**src/rtl/vliw_fetch_pkg.sv**
```systemverilog
// Shared types and constants for the VLIW instruction fetch front end.
//   LANES/INST_W/BUNDLE_W : bundle geometry (4 x 32 = 128 bits)
//   PC_STEP               : byte distance between consecutive bundles
//   RESET_PC              : PC value presented after reset
//   bundle_t              : one queued bundle, its lane0 address plus data
package vliw_fetch_pkg;

  localparam int          LANES      = 4;
  localparam int          INST_W     = 32;
  localparam int          BUNDLE_W   = LANES * INST_W;
  localparam int          FIFO_DEPTH = 2;
  localparam logic [31:0] PC_STEP    = 32'd16;
  localparam logic [31:0] RESET_PC   = 32'h4;

  typedef struct packed {
    logic [31:0]         pc;
    logic [BUNDLE_W-1:0] data;
  } bundle_t;

endpackage

```
**src/rtl/inst_fetch_unit_if.sv**
```systemverilog
// Bus bundle for the fetch stage: PC side, instruction memory side and
// decode side.
//   master : environment (PC, instruction memory, decode)
//   slave  : the fetch unit
interface inst_fetch_unit_if;
  import vliw_fetch_pkg::*;

  // PC side
  logic [31:0]         pc_in;
  logic                squash_in;
  logic                halt_in;
  logic                stall_out;
  // instruction memory side
  logic                imem_rd_en;
  logic [31:0]         imem_addr;
  logic [BUNDLE_W-1:0] imem_rdata;
  // decode side
  logic                bundle_valid;
  logic [BUNDLE_W-1:0] bundle_data;
  logic [31:0]         bundle_pc;
  logic                bundle_ready;
  logic                halted;

  modport master (
    output pc_in, squash_in, halt_in, imem_rdata, bundle_ready,
    input  stall_out, imem_rd_en, imem_addr, bundle_valid, bundle_data,
           bundle_pc, halted
  );

  modport slave (
    input  pc_in, squash_in, halt_in, imem_rdata, bundle_ready,
    output stall_out, imem_rd_en, imem_addr, bundle_valid, bundle_data,
           bundle_pc, halted
  );

endinterface

```
**src/rtl/fetch_fifo.sv**
```systemverilog
// Small synchronous bundle queue between instruction memory and decode.
//   clk, rst : clock, synchronous active-high reset
//   push/din : write one bundle
//   pop      : drop the head
//   flush    : empty the queue (wins over push/pop)
//   head     : oldest entry, meaningful while count != 0
//   count    : occupancy 0..DEPTH
module fetch_fifo
  import vliw_fetch_pkg::*;
#(
  parameter  int DEPTH = 2,
  localparam int CNT_W = $clog2(DEPTH + 1)
) (
  input  logic             clk,
  input  logic             rst,
  input  logic             push,
  input  logic             pop,
  input  logic             flush,
  input  bundle_t          din,
  output bundle_t          head,
  output logic [CNT_W-1:0] count
);

  localparam int PTR_W = (DEPTH > 1) ? $clog2(DEPTH) : 1;

  bundle_t          mem [DEPTH];
  logic [PTR_W-1:0] rd_ptr;
  logic [PTR_W-1:0] wr_ptr;

  function automatic logic [PTR_W-1:0] ptr_next(input logic [PTR_W-1:0] p);
    return (p == PTR_W'(DEPTH - 1)) ? '0 : p + 1'b1;
  endfunction

  // Storage carries no reset; only the pointers and count define validity.
  always_ff @(posedge clk) begin
    if (push) mem[wr_ptr] <= din;
  end

  always_ff @(posedge clk) begin
    if (rst || flush) begin
      rd_ptr <= '0;
      wr_ptr <= '0;
      count  <= '0;
    end else begin
      if (push) wr_ptr <= ptr_next(wr_ptr);
      if (pop)  rd_ptr <= ptr_next(rd_ptr);
      count <= count + CNT_W'(push) - CNT_W'(pop);
    end
  end

  assign head = mem[rd_ptr];

endmodule

```
**src/rtl/inst_fetch_unit.sv**
```systemverilog
// Fetch stage between the program counter and the decode lanes. Issues one
// bundle read per cycle while it holds buffer credit, queues the returned
// bundles, flushes wrong-path work on squash and drains to a clean halt.
//   clk, rst : clock, synchronous active-high reset
//   bus      : slave side of inst_fetch_unit_if (PC, imem, decode signals)
module inst_fetch_unit
  import vliw_fetch_pkg::*;
#(
  parameter int LANES  = vliw_fetch_pkg::LANES,
  parameter int INST_W = vliw_fetch_pkg::INST_W,
  parameter int DEPTH  = vliw_fetch_pkg::FIFO_DEPTH
) (
  input logic               clk,
  input logic               rst,
  inst_fetch_unit_if.slave  bus
);

  localparam int               CNT_W   = $clog2(DEPTH + 1);
  localparam logic [CNT_W:0]   DEPTH_V = (CNT_W + 1)'(DEPTH);

  logic [CNT_W-1:0]        count;
  logic                    inflight;
  logic [31:0]             inflight_pc;
  logic                    halt_q;
  logic                    pop;
  logic                    push;
  logic                    issue;
  logic [CNT_W:0]          credit_used;
  logic [LANES*INST_W-1:0] rdata;
  bundle_t                 wr_bundle;
  bundle_t                 head;

  assign rdata = bus.imem_rdata;

  // A squash kills the head before decode may take it.
  assign pop  = bus.bundle_valid & bus.bundle_ready & ~bus.squash_in;
  assign push = inflight & ~bus.squash_in;

  // Credit counts queued entries plus the read still in flight, minus the
  // slot freed by this cycle's pop. Squash empties the queue this edge, so
  // its credit is released immediately and the target issues at once.
  assign credit_used = (bus.squash_in ? '0 : {1'b0, count})
                     + {{CNT_W{1'b0}}, inflight}
                     - {{CNT_W{1'b0}}, pop};

  assign issue = ~rst & ~halt_q & ~bus.halt_in & (credit_used < DEPTH_V);

  assign bus.imem_rd_en = issue;
  assign bus.imem_addr  = bus.pc_in;
  assign bus.stall_out  = ~issue;

  always_ff @(posedge clk) begin
    if (rst) begin
      inflight    <= 1'b0;
      inflight_pc <= '0;
      halt_q      <= 1'b0;
    end else begin
      inflight    <= issue;
      inflight_pc <= bus.pc_in;
      if (bus.halt_in) halt_q <= 1'b1;
    end
  end

  assign wr_bundle.pc   = inflight_pc;
  assign wr_bundle.data = rdata;

  fetch_fifo #(.DEPTH(DEPTH)) u_fifo (
    .clk   (clk),
    .rst   (rst),
    .push  (push),
    .pop   (pop),
    .flush (bus.squash_in),
    .din   (wr_bundle),
    .head  (head),
    .count (count)
  );

  assign bus.bundle_valid = (count != '0);
  assign bus.bundle_pc    = head.pc;
  assign bus.bundle_data  = head.data;
  assign bus.halted       = halt_q & (count == '0) & ~inflight;

  a_count_bound: assert property (@(posedge clk) disable iff (rst)
    count <= CNT_W'(DEPTH));

endmodule

```
**src/flat_wrapper.sv**
```systemverilog
// flat-port wrapper written by rule: the top's interface ports become plain ports
module inst_fetch_unit_flat import vliw_fetch_pkg::*;
#(
  parameter int LANES  = vliw_fetch_pkg::LANES,
  parameter int INST_W = vliw_fetch_pkg::INST_W,
  parameter int DEPTH  = vliw_fetch_pkg::FIFO_DEPTH
)
  (clk, rst, bus_pc_in, bus_squash_in, bus_halt_in, bus_imem_rdata, bus_bundle_ready, bus_stall_out, bus_imem_rd_en, bus_imem_addr, bus_bundle_valid, bus_bundle_data, bus_bundle_pc, bus_halted);
  inst_fetch_unit_if bus_i ();
  input logic clk;
  input logic rst;
  input wire logic [$bits(bus_i.pc_in)-1:0] bus_pc_in;
  input wire logic [$bits(bus_i.squash_in)-1:0] bus_squash_in;
  input wire logic [$bits(bus_i.halt_in)-1:0] bus_halt_in;
  input wire logic [$bits(bus_i.imem_rdata)-1:0] bus_imem_rdata;
  input wire logic [$bits(bus_i.bundle_ready)-1:0] bus_bundle_ready;
  output wire logic [$bits(bus_i.stall_out)-1:0] bus_stall_out;
  output wire logic [$bits(bus_i.imem_rd_en)-1:0] bus_imem_rd_en;
  output wire logic [$bits(bus_i.imem_addr)-1:0] bus_imem_addr;
  output wire logic [$bits(bus_i.bundle_valid)-1:0] bus_bundle_valid;
  output wire logic [$bits(bus_i.bundle_data)-1:0] bus_bundle_data;
  output wire logic [$bits(bus_i.bundle_pc)-1:0] bus_bundle_pc;
  output wire logic [$bits(bus_i.halted)-1:0] bus_halted;
  assign bus_i.pc_in = bus_pc_in;
  assign bus_i.squash_in = bus_squash_in;
  assign bus_i.halt_in = bus_halt_in;
  assign bus_i.imem_rdata = bus_imem_rdata;
  assign bus_i.bundle_ready = bus_bundle_ready;
  assign bus_stall_out = bus_i.stall_out;
  assign bus_imem_rd_en = bus_i.imem_rd_en;
  assign bus_imem_addr = bus_i.imem_addr;
  assign bus_bundle_valid = bus_i.bundle_valid;
  assign bus_bundle_data = bus_i.bundle_data;
  assign bus_bundle_pc = bus_i.bundle_pc;
  assign bus_halted = bus_i.halted;
  inst_fetch_unit #(.LANES(LANES), .INST_W(INST_W), .DEPTH(DEPTH)) u_core (.clk(clk), .rst(rst), .bus(bus_i));
endmodule
```
**config.mk**
```make
export PLATFORM = sky130hd
export DESIGN_NAME = inst_fetch_unit_flat
export DESIGN_NICKNAME = d
export VERILOG_FILES = /design/src/rtl/vliw_fetch_pkg.sv /design/src/rtl/inst_fetch_unit_if.sv /design/src/rtl/fetch_fifo.sv /design/src/rtl/inst_fetch_unit.sv /design/src/flat_wrapper.sv
export SDC_FILE = /design/constraint.sdc
export NUM_CORES = 1
export LEC_CHECK = 0
export CAP_MARGIN = 30
export CORE_MARGIN = 3
export CORE_UTILIZATION = 44
export CTS_CLUSTER_SIZE = 24
export DETAILED_ROUTE_END_ITERATION = 8
export PLACE_DENSITY_LB_ADDON = 0.3
export SKIP_CTS_REPAIR_TIMING = 1
export SLEW_MARGIN = 15
export SYNTH_ARGS = -nofsm -noshare
export SYNTH_HDL_FRONTEND = slang
export SYNTH_SLANG_ARGS = --single-unit
```
**constraint.sdc**
```tcl
create_clock -name clk -period 15.1 [get_ports clk]
set_clock_uncertainty 0.15 [all_clocks]
set_input_delay 3.02 -clock clk [delete_from_list [all_inputs] [get_ports clk]]
set_output_delay 3.02 -clock clk [all_outputs]
set_load 0.05 [all_outputs]
```
Yosys cells after proc, flatten, opt, wreduce, memory -nomap -nowiden

Memory sizes are Yosys's and may differ from the RTL's. A register that Yosys moved wholly into a read port is not among the register bits.
Index checks and enable logic that the tools add are counted.

Memories: 1
Flip-flop bits (word level): 38
Logic and storage cells: 38
Bits in writable memories: 320
Input bits: 165
Output and inout bits: 196

Memories:

| memory            | depth | width | rd ports | clocked after memory_dff | write ports | RTL line         | RTL |
|---|---|---|---|---|---|---|---|
| u_core.u_fifo.mem | 2     | 160   | 1        | 1                        | 1           | fetch_fifo.sv:26 | `bundle_t mem [DEPTH];` |

Add/subtract/negate cells: 6
Order comparisons: 1
Muxes and demuxes: 7
Bitwise gates (word level): 14
Reduce and logical (&&, ||, !) cells: 3

Operators with widths:

| operator              | count |
|---|---|
| $and A1 B1 Y1         | 8 |
| $mux W1               | 6 |
| $not A1 Y1            | 6 |
| $add A3 B1 Y3         | 1 |
| $lt A3 B2 Y1 const B  | 1 |
| $sub A3 B1 Y3         | 1 |
| $add A1 B1 Y1 const B | 2 |
| $add A2 B1 Y2         | 1 |
| $logic_not A2 Y1      | 1 |
| $mux W2               | 1 |
| $reduce_bool A2 Y1    | 1 |
| $sub A2 B1 Y2         | 1 |
| $logic_or A1 B1 Y1    | 1 |

Longest topological paths before layout

Gate-level depths: netlist of run 1.

Word-level depth: 7
Gate-level depth with buffers: 7
Depth with buffers taken out: 7

Modules after synthesis

From an unflattened synthesis of run 1, not the netlist that was laid out.

Cells, all modules: 633
Area total of the unflattened synthesis: 13442.9 µm²

By module, submodules not included:

| module          | seq. area each (µm²) | area each (µm²) | times used | cells each |
|---|---|---|---|---|
| fetch_fifo      | 9709.3               | 12161.7         | 1          | 517 |
| inst_fetch_unit | 680.7                | 1281.2          | 1          | 116 |

Least setup slack after synthesis of run 1

Ideal clock, no wire load.

Path kind: input to register
Start point: input bus_squash_in
End point: memory u_core.u_fifo.mem[0][0] (netlist bit) (enable)
Path buffers: 0
Data arrival time: 14505 ps
Stages on the path: 1
Setup slack: -464 ps
Data required time: 14041 ps
Cells stage by stage: nor3b_1

Word-level cells in the longest chain between the ends: 4

Ends and longest elaborated chain:

| element                       | RTL line              | RTL |
|---|---|---|
| from (decl)                   | flat_wrapper.sv:13    | `input wire logic [$bits(bus_i.squash_in)-1:0] bus_squash_in;` |
| $not A1 Y1                    | inst_fetch_unit.sv:37 | `assign push = inflight & ~bus.squash_in;` |
| $and A1 B1 Y1                 | inst_fetch_unit.sv:37 |  |
| $mux W1                       | fetch_fifo.sv:36      | `if (push) mem[wr_ptr] <= din;` |
| $mux W1 (implied by the code) | fetch_fifo.sv:36      |  |
| to (decl)                     | fetch_fifo.sv:26      |  |

Every way passes these cells.

Final worst setup path of run 1

Start point: input bus_squash_in
End point: output bus_imem_rd_en

Word-level cells in the longest chain between the ends: 5
Elaborated cells between the ends (all ways): 7
Those cells by class: add/sub: 2; order compare: 1; mux: 1; bitwise: 3

Ends and longest elaborated chain:

| element                                               | RTL line                                     | RTL |
|---|---|---|
| $mux W2 / $not A1 Y1 (equally long branches)          | inst_fetch_unit.sv:42, inst_fetch_unit.sv:36 |  |
| $add A3 B1 Y3 / $and A1 B1 Y1 (equally long branches) | inst_fetch_unit.sv:43, inst_fetch_unit.sv:36 |  |
| $sub A3 B1 Y3 (*)                                     | inst_fetch_unit.sv:44                        | `- {{CNT_W{1'b0}}, pop};` |
| $lt A3 B2 Y1 (*)                                      | inst_fetch_unit.sv:46                        | `assign issue = ~rst & ~halt_q & ~bus.halt_in & (credit_used < DEPTH_V);` |
| $and A1 B1 Y1 (*)                                     | inst_fetch_unit.sv:46                        |  |
| to (decl)                                             | flat_wrapper.sv:18                           | `output wire logic [$bits(bus_i.imem_rd_en)-1:0] bus_imem_rd_en;` |

Mark *: on every way between the ends. The rest lies on a longest branch, timed or not.

==> results.yml, run 1 <==
route:
  via_per_inst: 4.76
  finalWirelength_mm: 26.3
  drt-pass1-iter-count: 4
  vias: 6719
  count_of_unresolved_drc_violations_after_routing: 0
  drtAntennaViolNets: 0
  detail_route.iter0.violations: 380
  routed_wire_length_per_instance_um: 18.7
global_route:
  groute.layer.met1.usage: 0.194
  grt_start_max_net_pins: 161
  grt_usage: 0.157
  grt-ovfl-total: 0
  first_global_vias: 7156
  wire_length_of_the_first_global_routing_pass_mm: 40.4
  grt_antenna_before_repair: 1
  gr-usage-met2: 0.263
  grt_util_met3: 0.0567
  most_used_routing_layer: "met2"
place:
  place.detailed.hpwl_mm: 17.4
  numPortBuffers: 360
  finalWeightedCongestion: 0.737
synth:
  synth.avg_cell_area_um2: 21.1
  synth.distinct_cells: 27
  synth_fp_nets: 803
  part_of_the_yosys_area_used_for_sequential_elements: 0.774
  synthCells: 636
  synth-seq-cells: 359
  synth_area_mm2: 0.0134
  yosys_warnings: 0
clock_network:
  htree_num_levels: 2
  clkTransAtPathRegs_ns: 0.06
  clock_tree_from_tritoncts: "built"
  cts_buffers: 38
  clock_sink_count: 359
  clock_tree.buffer_depth: 3
  cts_root_buffer: "clkbuf_16"
  clock_latency_reported_for_the_late_side_of_the_worst_skew_pair_ns: 0.50
timing:
  fin_tns_setup_ns: 0
  max_freq_mhz: 116
  layout_min_cycle_time_ns: 8.63
  rsz0062_at_grt: "no"
  post-route-period-util: 0.572
  slew_violations: 0
  worstMarginPinSlew_ns: 1.02
  finalHoldViolCount: 0
  timing.max_slew.rel_slack: 0.322
  setup-violations-final: 0
floorplan:
  die_width_um: 181
  floorplan.core_area_mm2: 0.0299
  die_h_um: 181
  num_io_pins: 361
  die_area_mm2: 0.0326
  floorplan.initialDensity: 0.449
  core.rowCount: 63
power_and_ir_drop:
  ir_worst_vdd_uv: 87.9
  p_seq_frac: 0.517
  net_switching_fraction_of_the_power: 0.209
  internal_power_mw: 1.69
  total_design_power_mw: 2.14
  static-leakage-power_nw: 6.33
  comb_power_share: 0.081
  total_switching_power_mw: 0.448
  pwr-share-clk: 0.402
  pd_cells_mw_per_mm2: 116
cells_and_area:
  area_growth_pct: 37.3
  drive_gt1_frac: 0.225
  nFillCells: 2200
  layout_commonest_cell: "clkdlybuf4s50_1"
  final_net_count: 1158
  mostFrequentLayoutCells: "360 x clkdlybuf4s50_1, 320 x edfxtp_1, 100 x mux2_4, 60 x mux2_2, 39 x clkbuf_16"
critical_path:
  worst_setup_path_end_kind: "primary output"
  type_of_origin_of_the_critical_path: "input port"
  data_arrival_time_of_the_worst_path_ns: 5.46
  cp_max_fo: 7
  criticalPathCategory: "input port to primary output"
  required_ns: 11.93
flow_run:
  maxCapViolations: 0
outcome:
  outcome: "finished, final reports clean"
min_path:
  hp-class: "flop to flop"
power by group through the flow:
stage               Clock, mW  Sequential [mW]  Combinational (mW)
floorplan                   0             1.13              0.0952
finish                  0.861             1.11               0.173
global placement            0             1.13               0.172
global route            0.929             1.11               0.181
detailed placement          0             1.13               0.174
CTS                     0.887             1.11               0.175
cell type report:
type                            count  area, um^2  share of cell area
Sequential cell                   359       10400               0.564
Tap cell                          390         488              0.0265
Multi-Input combinational cell    222        2620               0.142
Clock inverter                     15         104             0.00564
Clock buffer                       54        1070              0.0582
Inverter                            1        3.75            0.000204
Antenna cell                        2        5.00            0.000272
Timing Repair Buffer              369        3740               0.203
logic make-up (layout without fill, tap and decap cells):
kind of cell / after synthesis / in the layout / synth area share
XOR/XNOR: 6 / 6 / 0.00392
AO/OA/AOI/OAI: 3 / 3 / 0.00140
other: 0 / 2 / 0
AND/OR/NAND/NOR: 51 / 51 / 0.0238
adder cells (fa/ha/maj): 2 / 2 / 0.00242
multiplexers: 160 / 160 / 0.162
flip-flops: 359 / 359 / 0.774
buffers and inverters: 55 / 439 / 0.0317
worst max-delay path, cell delays in order:
cell and delay (ns):
clkdlybuf4s50_1 0.63, nor2b_2 0.10, fa_1 0.44, xnor2_1 0.24, and4b_1 0.22, clkdlybuf4s50_1 0.81
state kept, by name (all words and copies together), names as in the netlist, named ones only:
signal and count:
u_core.u_fifo.mem 320, u_core.inflight_pc 32, u_core.u_fifo.count 2, u_core.halt_q 1, u_core.inflight 1, u_core.u_fifo.rd_ptr 1
u_core.u_fifo.wr_ptr 1
worst paths after layout:
check / from / slack [ns] / cells past startpoint / end
max: bus_squash_in / 6.47 / 6 / bus_imem_rd_en
min reg2reg: u_core.inflight_pc[18] / 0.27 / 0 / u_core.u_fifo.mem[0][146]
min: u_core.inflight_pc[18] / 0.27 / 0 / u_core.u_fifo.mem[0][146]
max reg2reg: u_core.inflight / 12.73 / 2 / u_core.u_fifo.mem[1][82]
cell usage after synthesis:
| master | instances | area, um^2 |
|---|---|---|
| nor2_1 | 7 | 26.3 |
| buf_6 | 12 | 135 |
| nor3_1 | 1 | 5.00 |
| or2_2 | 2 | 12.5 |
| mux2_2 | 60 | 676 |
| o21ai_2 | 1 | 8.76 |
| xnor2_1 | 2 | 17.5 |
| inv_1 | 1 | 3.75 |
| nand4b_1 | 1 | 8.76 |
| nor2b_1 | 32 | 200 |
| a21oi_1 | 1 | 5.00 |
| and4b_1 | 2 | 20.0 |
| buf_2 | 7 | 35.0 |
| or3_1 | 1 | 6.26 |
| xor2_1 | 4 | 35.0 |
| clkbuf_1 | 3 | 11.3 |
| nor2b_2 | 1 | 8.76 |
| nor3b_1 | 2 | 15.0 |
| o21ai_0 | 1 | 5.00 |
| edfxtp_1 | 320 | 9610 |
| ha_1 | 1 | 12.5 |
| mux2_4 | 100 | 1500 |
| dfxtp_1 | 39 | 781 |
| nand3b_1 | 1 | 7.51 |
| and3b_1 | 1 | 8.76 |
| fa_1 | 1 | 20.0 |
| buf_4 | 32 | 240 |
layer usage:
metal | part of all wire | up-vias
li1 | - | 3129
met1 | 0.40 | 3242
met2 | 0.49 | 301
met3 | 0.092 | 47
met4 | 0.022 | 0
met5 | 0 | -
per-stage QoR:
step	worst slack [ns]	hold slack [ns]	instances	util	area, um^2
after floorplan	5.21	0.254	636	-	13400
after global placement	6.47	0.254	1338	0.574	17200
after detailed placement	6.46	0.262	1341	0.577	17200
after CTS	6.46	0.273	1410	0.617	18400
after global routing	6.39	0.279	1412	0.617	18400
final	6.47	0.274	1412	0.617	18400
(Power assumes the default switching activity.)
==> run 2: changes to the inputs <==
==> constraint.sdc (replaced) <==
create_clock -name clk -period 7.76 [get_ports clk]
set_clock_uncertainty 0.15 [all_clocks]
set_input_delay 1.552 -clock clk [delete_from_list [all_inputs] [get_ports clk]]
set_output_delay 1.552 -clock clk [all_outputs]
set_load 0.05 [all_outputs]
==> run 2 against run 1 <==
Net effect: sequential share of layout area rose by 0.073 points; worst hold slack got worse by 0.00059 ns; sequential power rose by 94%; sequential cell count did not move; largest cell class unchanged; highest routed layer unchanged.
==> results.yml, run 2 (synthesis gave the netlist of run 1 again) <==
place:
  finalWeightedCongestion: 0.727
  numPortBuffers: 360
  place.detailed.hpwl_mm: 17.1
  placement.cell_area_mm2: 0.0172
cells_and_area:
  biggestRegsByFlops: "u_core.u_fifo.mem: 320 flops, u_core.inflight_pc: 32 flops, u_core.u_fifo.count: 2 flops"
  area_growth_pct: 37.2
  mostFrequentLayoutCells: "360 x clkdlybuf4s50_1, 320 x edfxtp_1, 100 x mux2_4, 60 x mux2_2, 40 x clkbuf_16"
  drive_gt1_frac: 0.222
  registers.top_by_ff_count: "u_core.u_fifo.mem"
  final_net_count: 1153
  finalInstanceArea_mm2: 0.0184
  num_antenna_cells: 0
  post-route-util: 0.616
  layout_commonest_cell: "clkdlybuf4s50_1"
  largest_reg_flops: 320
clock_network:
  cts_buffers: 37
  clock_tree_from_tritoncts: "built"
  cts_root_buffer: "clkbuf_16"
  clock_tree.buffer_depth: 3
  clock_latency_reported_for_the_late_side_of_the_worst_skew_pair_ns: 0.50
  clock_sink_count: 359
  clkTransAtPathRegs_ns: 0.06
  htree_num_levels: 2
floorplan:
  die_width_um: 181
  floorplan.core_area_mm2: 0.0299
  core.rowCount: 63
  die_h_um: 181
  num_io_pins: 361
  floorplan.initialDensity: 0.449
  die_area_mm2: 0.0326
route:
  drt-pass1-iter-count: 5
  count_of_unresolved_drc_violations_after_routing: 0
  drtAntennaViolNets: 0
  finalWirelength_mm: 26.6
  vias: 6721
  via_per_inst: 4.80
  routed_wire_length_per_instance_um: 19.0
  detail_route.iter0.violations: 376
critical_path:
  reg2reg_slack_ns: 5.51
  cp_max_fo: 7
  required_ns: 6.06
  data_arrival_time_of_the_worst_path_ns: 4.04
  type_of_origin_of_the_critical_path: "input port"
  worst_setup_path_end_kind: "primary output"
  reg_to_reg_endpoint: "u_core.u_fifo.mem[0][87]"
  startpoint_of_the_lowest_slack_register_to_register_path: "u_core.inflight"
  r2r.worst_path.cells: 2
  criticalPathCategory: "input port to primary output"
global_route:
  first_global_vias: 7218
  grt_antenna_before_repair: 0
  wire_length_of_the_first_global_routing_pass_mm: 40.9
  grt_usage: 0.159
  grt_start_max_net_pins: 161
  grt-ovfl-total: 0
power_and_ir_drop:
  pd_cells_mw_per_mm2: 231
  static-leakage-power_nw: 6.32
  ir_worst_vdd_uv: 135
  total_design_power_mw: 4.24
min_path:
  timing.hold.worst.start: "u_core.inflight_pc[8]"
  worst_hold_path.endpoint: "u_core.u_fifo.mem[0][136]"
  worstHoldPathCells: 0
  hp-class: "flop to flop"
timing:
  fin_tns_setup_ns: 0
  timing.hold.ws_ns: 0.274
  worstMarginPinSlew_ns: 1.03
  layout_min_cycle_time_ns: 5.75
  finalHoldViolCount: 0
  rsz0062_at_grt: "no"
  timing.max_slew.rel_slack: 0.315
  post-route-period-util: 0.741
  slew_violations: 0
  setup-violations-final: 0
  max_freq_mhz: 174
outcome:
  outcome: "finished, final reports clean"
flow_run:
  maxCapViolations: 0
-- run 2: power by group --
group / leakage [nW] / internal [mW] / switching, mW
registers: 3.23 / 2.14 / 0.0113
clock network: 0.597 / 1.07 / 0.682
logic: 2.49 / 0.156 / 0.181
-- run 2: layout make-up --
class,count,area (um^2)
clock buffer,51,1080
clock inverter,13,140
fill,2168,11500
inverter,1,3.75
multi-input combinational,222,2620
sequential,359,10400
tap,390,488
timing repair buffer,365,3680
-- run 2: how the worst max path moves through the flow --
stage / from / to / slack, ns / depth (start not counted)
global route: bus_squash_in / bus_imem_rd_en / 1.95 / 6
detailed placement: bus_squash_in / bus_imem_rd_en / 2.02 / 6
CTS: bus_squash_in / bus_imem_rd_en / 2.01 / 6
finish: bus_squash_in / bus_imem_rd_en / 2.01 / 6
floorplan: bus_squash_in / u_core.u_fifo.mem[0][0] / 1.61 / 1
global placement: bus_squash_in / bus_imem_rd_en / 2.06 / 6
-- run 2: worst max-delay path: stages --
cell	delay, ns
clkdlybuf4s50_1	0.56
nand3b_1	0.26
fa_1	0.39
xnor2_1	0.24
and4b_1	0.23
clkdlybuf4s50_1	0.80
-- run 2: per-layer routing --
metal,track usage,up-vias,part of all wire
met3,0.0595,47,0.089
met5,0,-,0
met1,0.185,3283,0.38
li1,-,3110,-
met4,0.0491,0,0.025
met2,0.276,281,0.51
-- run 2: through the flow --
stage,instances,setup WS [ns]
after global routing,1401,1.95
after floorplan,636,1.61
after CTS,1401,2.01
final,1401,2.01
after global placement,1337,2.06
after detailed placement,1337,2.02
==> run 3: changes to the inputs <==
--- a/config.mk
+++ b/config.mk
@@ -7,7 +7,7 @@
 export LEC_CHECK = 0
 export CAP_MARGIN = 30
 export CORE_MARGIN = 3
-export CORE_UTILIZATION = 44
+export CORE_UTILIZATION = 48
 export CTS_CLUSTER_SIZE = 24
 export DETAILED_ROUTE_END_ITERATION = 8
 export PLACE_DENSITY_LB_ADDON = 0.3
==> constraint.sdc (replaced) <==
create_clock -name clk -period 5.3 [get_ports clk]
set_clock_uncertainty 0.15 [all_clocks]
set_input_delay 1.06 -clock clk [delete_from_list [all_inputs] [get_ports clk]]
set_output_delay 1.06 -clock clk [all_outputs]
set_load 0.05 [all_outputs]
==> run 3 against run 2 <==
Net effect: routed wire length fell by 1.7%; non-clock buffer count rose by 5; register-to-register slack lost 2.4 ns; clock power is 39% higher; critical endpoint unchanged; largest cell class unchanged.
==> results.yml, run 3 (synthesis gave the netlist of run 1 again) <==
cells_and_area:
  final_net_count: 1158
  num_antenna_cells: 0
  nFillCells: 1833
  fin_cells: 1388
  layout_commonest_cell: "clkdlybuf4s50_1"
  drive_gt1_frac: 0.222
  largest_reg_flops: 320
  biggestRegsByFlops: "u_core.u_fifo.mem: 320 flops, u_core.inflight_pc: 32 flops, u_core.u_fifo.count: 2 flops"
  mostFrequentLayoutCells: "360 x clkdlybuf4s50_1, 320 x edfxtp_1, 100 x mux2_4, 60 x mux2_2, 38 x dfxtp_1"
  registers.top_by_ff_count: "u_core.u_fifo.mem"
  finalInstanceArea_mm2: 0.0184
  area_growth_pct: 36.9
flow_run:
  maxCapViolations: 0
power_and_ir_drop:
  total_design_power_mw: 6.08
  static-leakage-power_nw: 6.32
  pd_cells_mw_per_mm2: 331
  ir_worst_vdd_uv: 300
clock_network:
  clock_tree_from_tritoncts: "built"
  clock_tree.buffer_depth: 3
  clkTransAtPathRegs_ns: 0.06
  cts_root_buffer: "clkbuf_16"
  htree_num_levels: 2
  clock_sink_count: 359
  clock_latency_reported_for_the_late_side_of_the_worst_skew_pair_ns: 0.49
  cts_buffers: 37
min_path:
  hp-class: "flop to flop"
critical_path:
  required_ns: 4.09
  cp_max_fo: 7
  type_of_origin_of_the_critical_path: "input port"
  criticalPathCategory: "input port to primary output"
  data_arrival_time_of_the_worst_path_ns: 3.54
  worst_setup_path_end_kind: "primary output"
floorplan:
  floorplan.core_area_mm2: 0.0272
  die_width_um: 173
  die_area_mm2: 0.0300
  die_h_um: 173
  core.rowCount: 60
  floorplan.initialDensity: 0.494
  num_io_pins: 361
place:
  dpl_worst_slack_ns: 0.553
  finalWeightedCongestion: 0.725
  dpl.cell_count: 1324
  numPortBuffers: 360
  place.detailed.hpwl_mm: 17.3
  placement.cell_area_mm2: 0.0172
timing:
  setup-violations-final: 0
  worstMarginPinSlew_ns: 1.05
  timing.hold.ws_ns: 0.271
  layout_min_cycle_time_ns: 4.75
  slew_violations: 0
  finalWorstSetupSlack_ns: 0.554
  rsz0062_at_grt: "no"
  timing.max_slew.rel_slack: 0.297
  finalHoldViolCount: 0
  max_freq_mhz: 211
  post-route-period-util: 0.896
route:
  detail_route.iter0.violations: 415
  finalWirelength_mm: 26.1
  drt-pass1-iter-count: 4
  wl_met2_mm: 12.8
  via_per_inst: 4.85
  m1WireLength_mm: 10.1
  routed.top_layer: "met5"
  vias: 6737
  routed_wire_length_per_instance_um: 18.8
  count_of_unresolved_drc_violations_after_routing: 0
  met3WireLength_mm: 2.54
  drtAntennaViolNets: 0
outcome:
  outcome: "finished, final reports clean"
global_route:
  grt_antenna_before_repair: 2
  wire_length_of_the_first_global_routing_pass_mm: 40.1
  grt-ovfl-total: 0
  grt_usage: 0.170
  grt_start_max_net_pins: 161
  first_global_vias: 7133
## run 3: changes by cell type in the layout (fill, tap and decap cells not counted)
cell	before	now
buf_4	2	5
clkbuf_16	40	37
clkbuf_1	7	8
buf_12	3	5
clkinv_1	5	7
clkinvlp_4	1	0
clkinv_2	3	5
inv_6	1	0
## run 3: worst paths after layout
kind	startpoint	end	slack, ns	cells after the start
setup / recovery	bus_squash_in	bus_imem_rd_en	0.55	6
hold / removal	u_core.inflight_pc[19]	u_core.u_fifo.mem[1][147]	0.27	0
setup reg to reg	u_core.inflight	u_core.u_fifo.mem[0][130]	3.10	2
hold reg to reg	u_core.inflight_pc[19]	u_core.u_fifo.mem[1][147]	0.27	0
## run 3: area by class of cell
| class | count | area, um^2 | area share |
|---|---|---|---|
| inverter | 1 | 3.75 | 0.000204 |
| multi-input combinational | 222 | 2620 | 0.142 |
| clock inverter | 15 | 141 | 0.00770 |
| timing repair buffer | 370 | 3740 | 0.204 |
| sequential | 359 | 10400 | 0.566 |
| tap | 372 | 465 | 0.0253 |
| clock buffer | 49 | 1010 | 0.0550 |
## run 3: metrics by stage
step            util  setup TNS, ns
5_1_grt        0.676              0
2_1_floorplan      -         -89.47
3_5_place_dp   0.634              0
6_report       0.676              0
4_1_cts        0.676              0
3_3_place_gp   0.634              0
## run 3: worst max-delay path: stages
cell	delay [ns]
clkdlybuf4s50_1	0.64
nor3_1	0.13
fa_1	0.42
xnor2_1	0.24
and4b_1	0.23
clkdlybuf4s50_1	0.81
## run 3: power breakdown
group | internal (mW) | total, mW | switching, mW
clock | 1.48 | 2.43 | 0.952
combinational | 0.229 | 0.494 | 0.265
sequential | 3.14 | 3.15 | 0.0172
total | 4.84 | 6.08 | 1.23
## run 3: layer usage
layer / vias up / track usage
met1: 3270 / 0.201
met3: 45 / 0.0687
met4: 4 / 0.0483
li1: 3132 / -
met2: 286 / 0.289
met5: - / 0
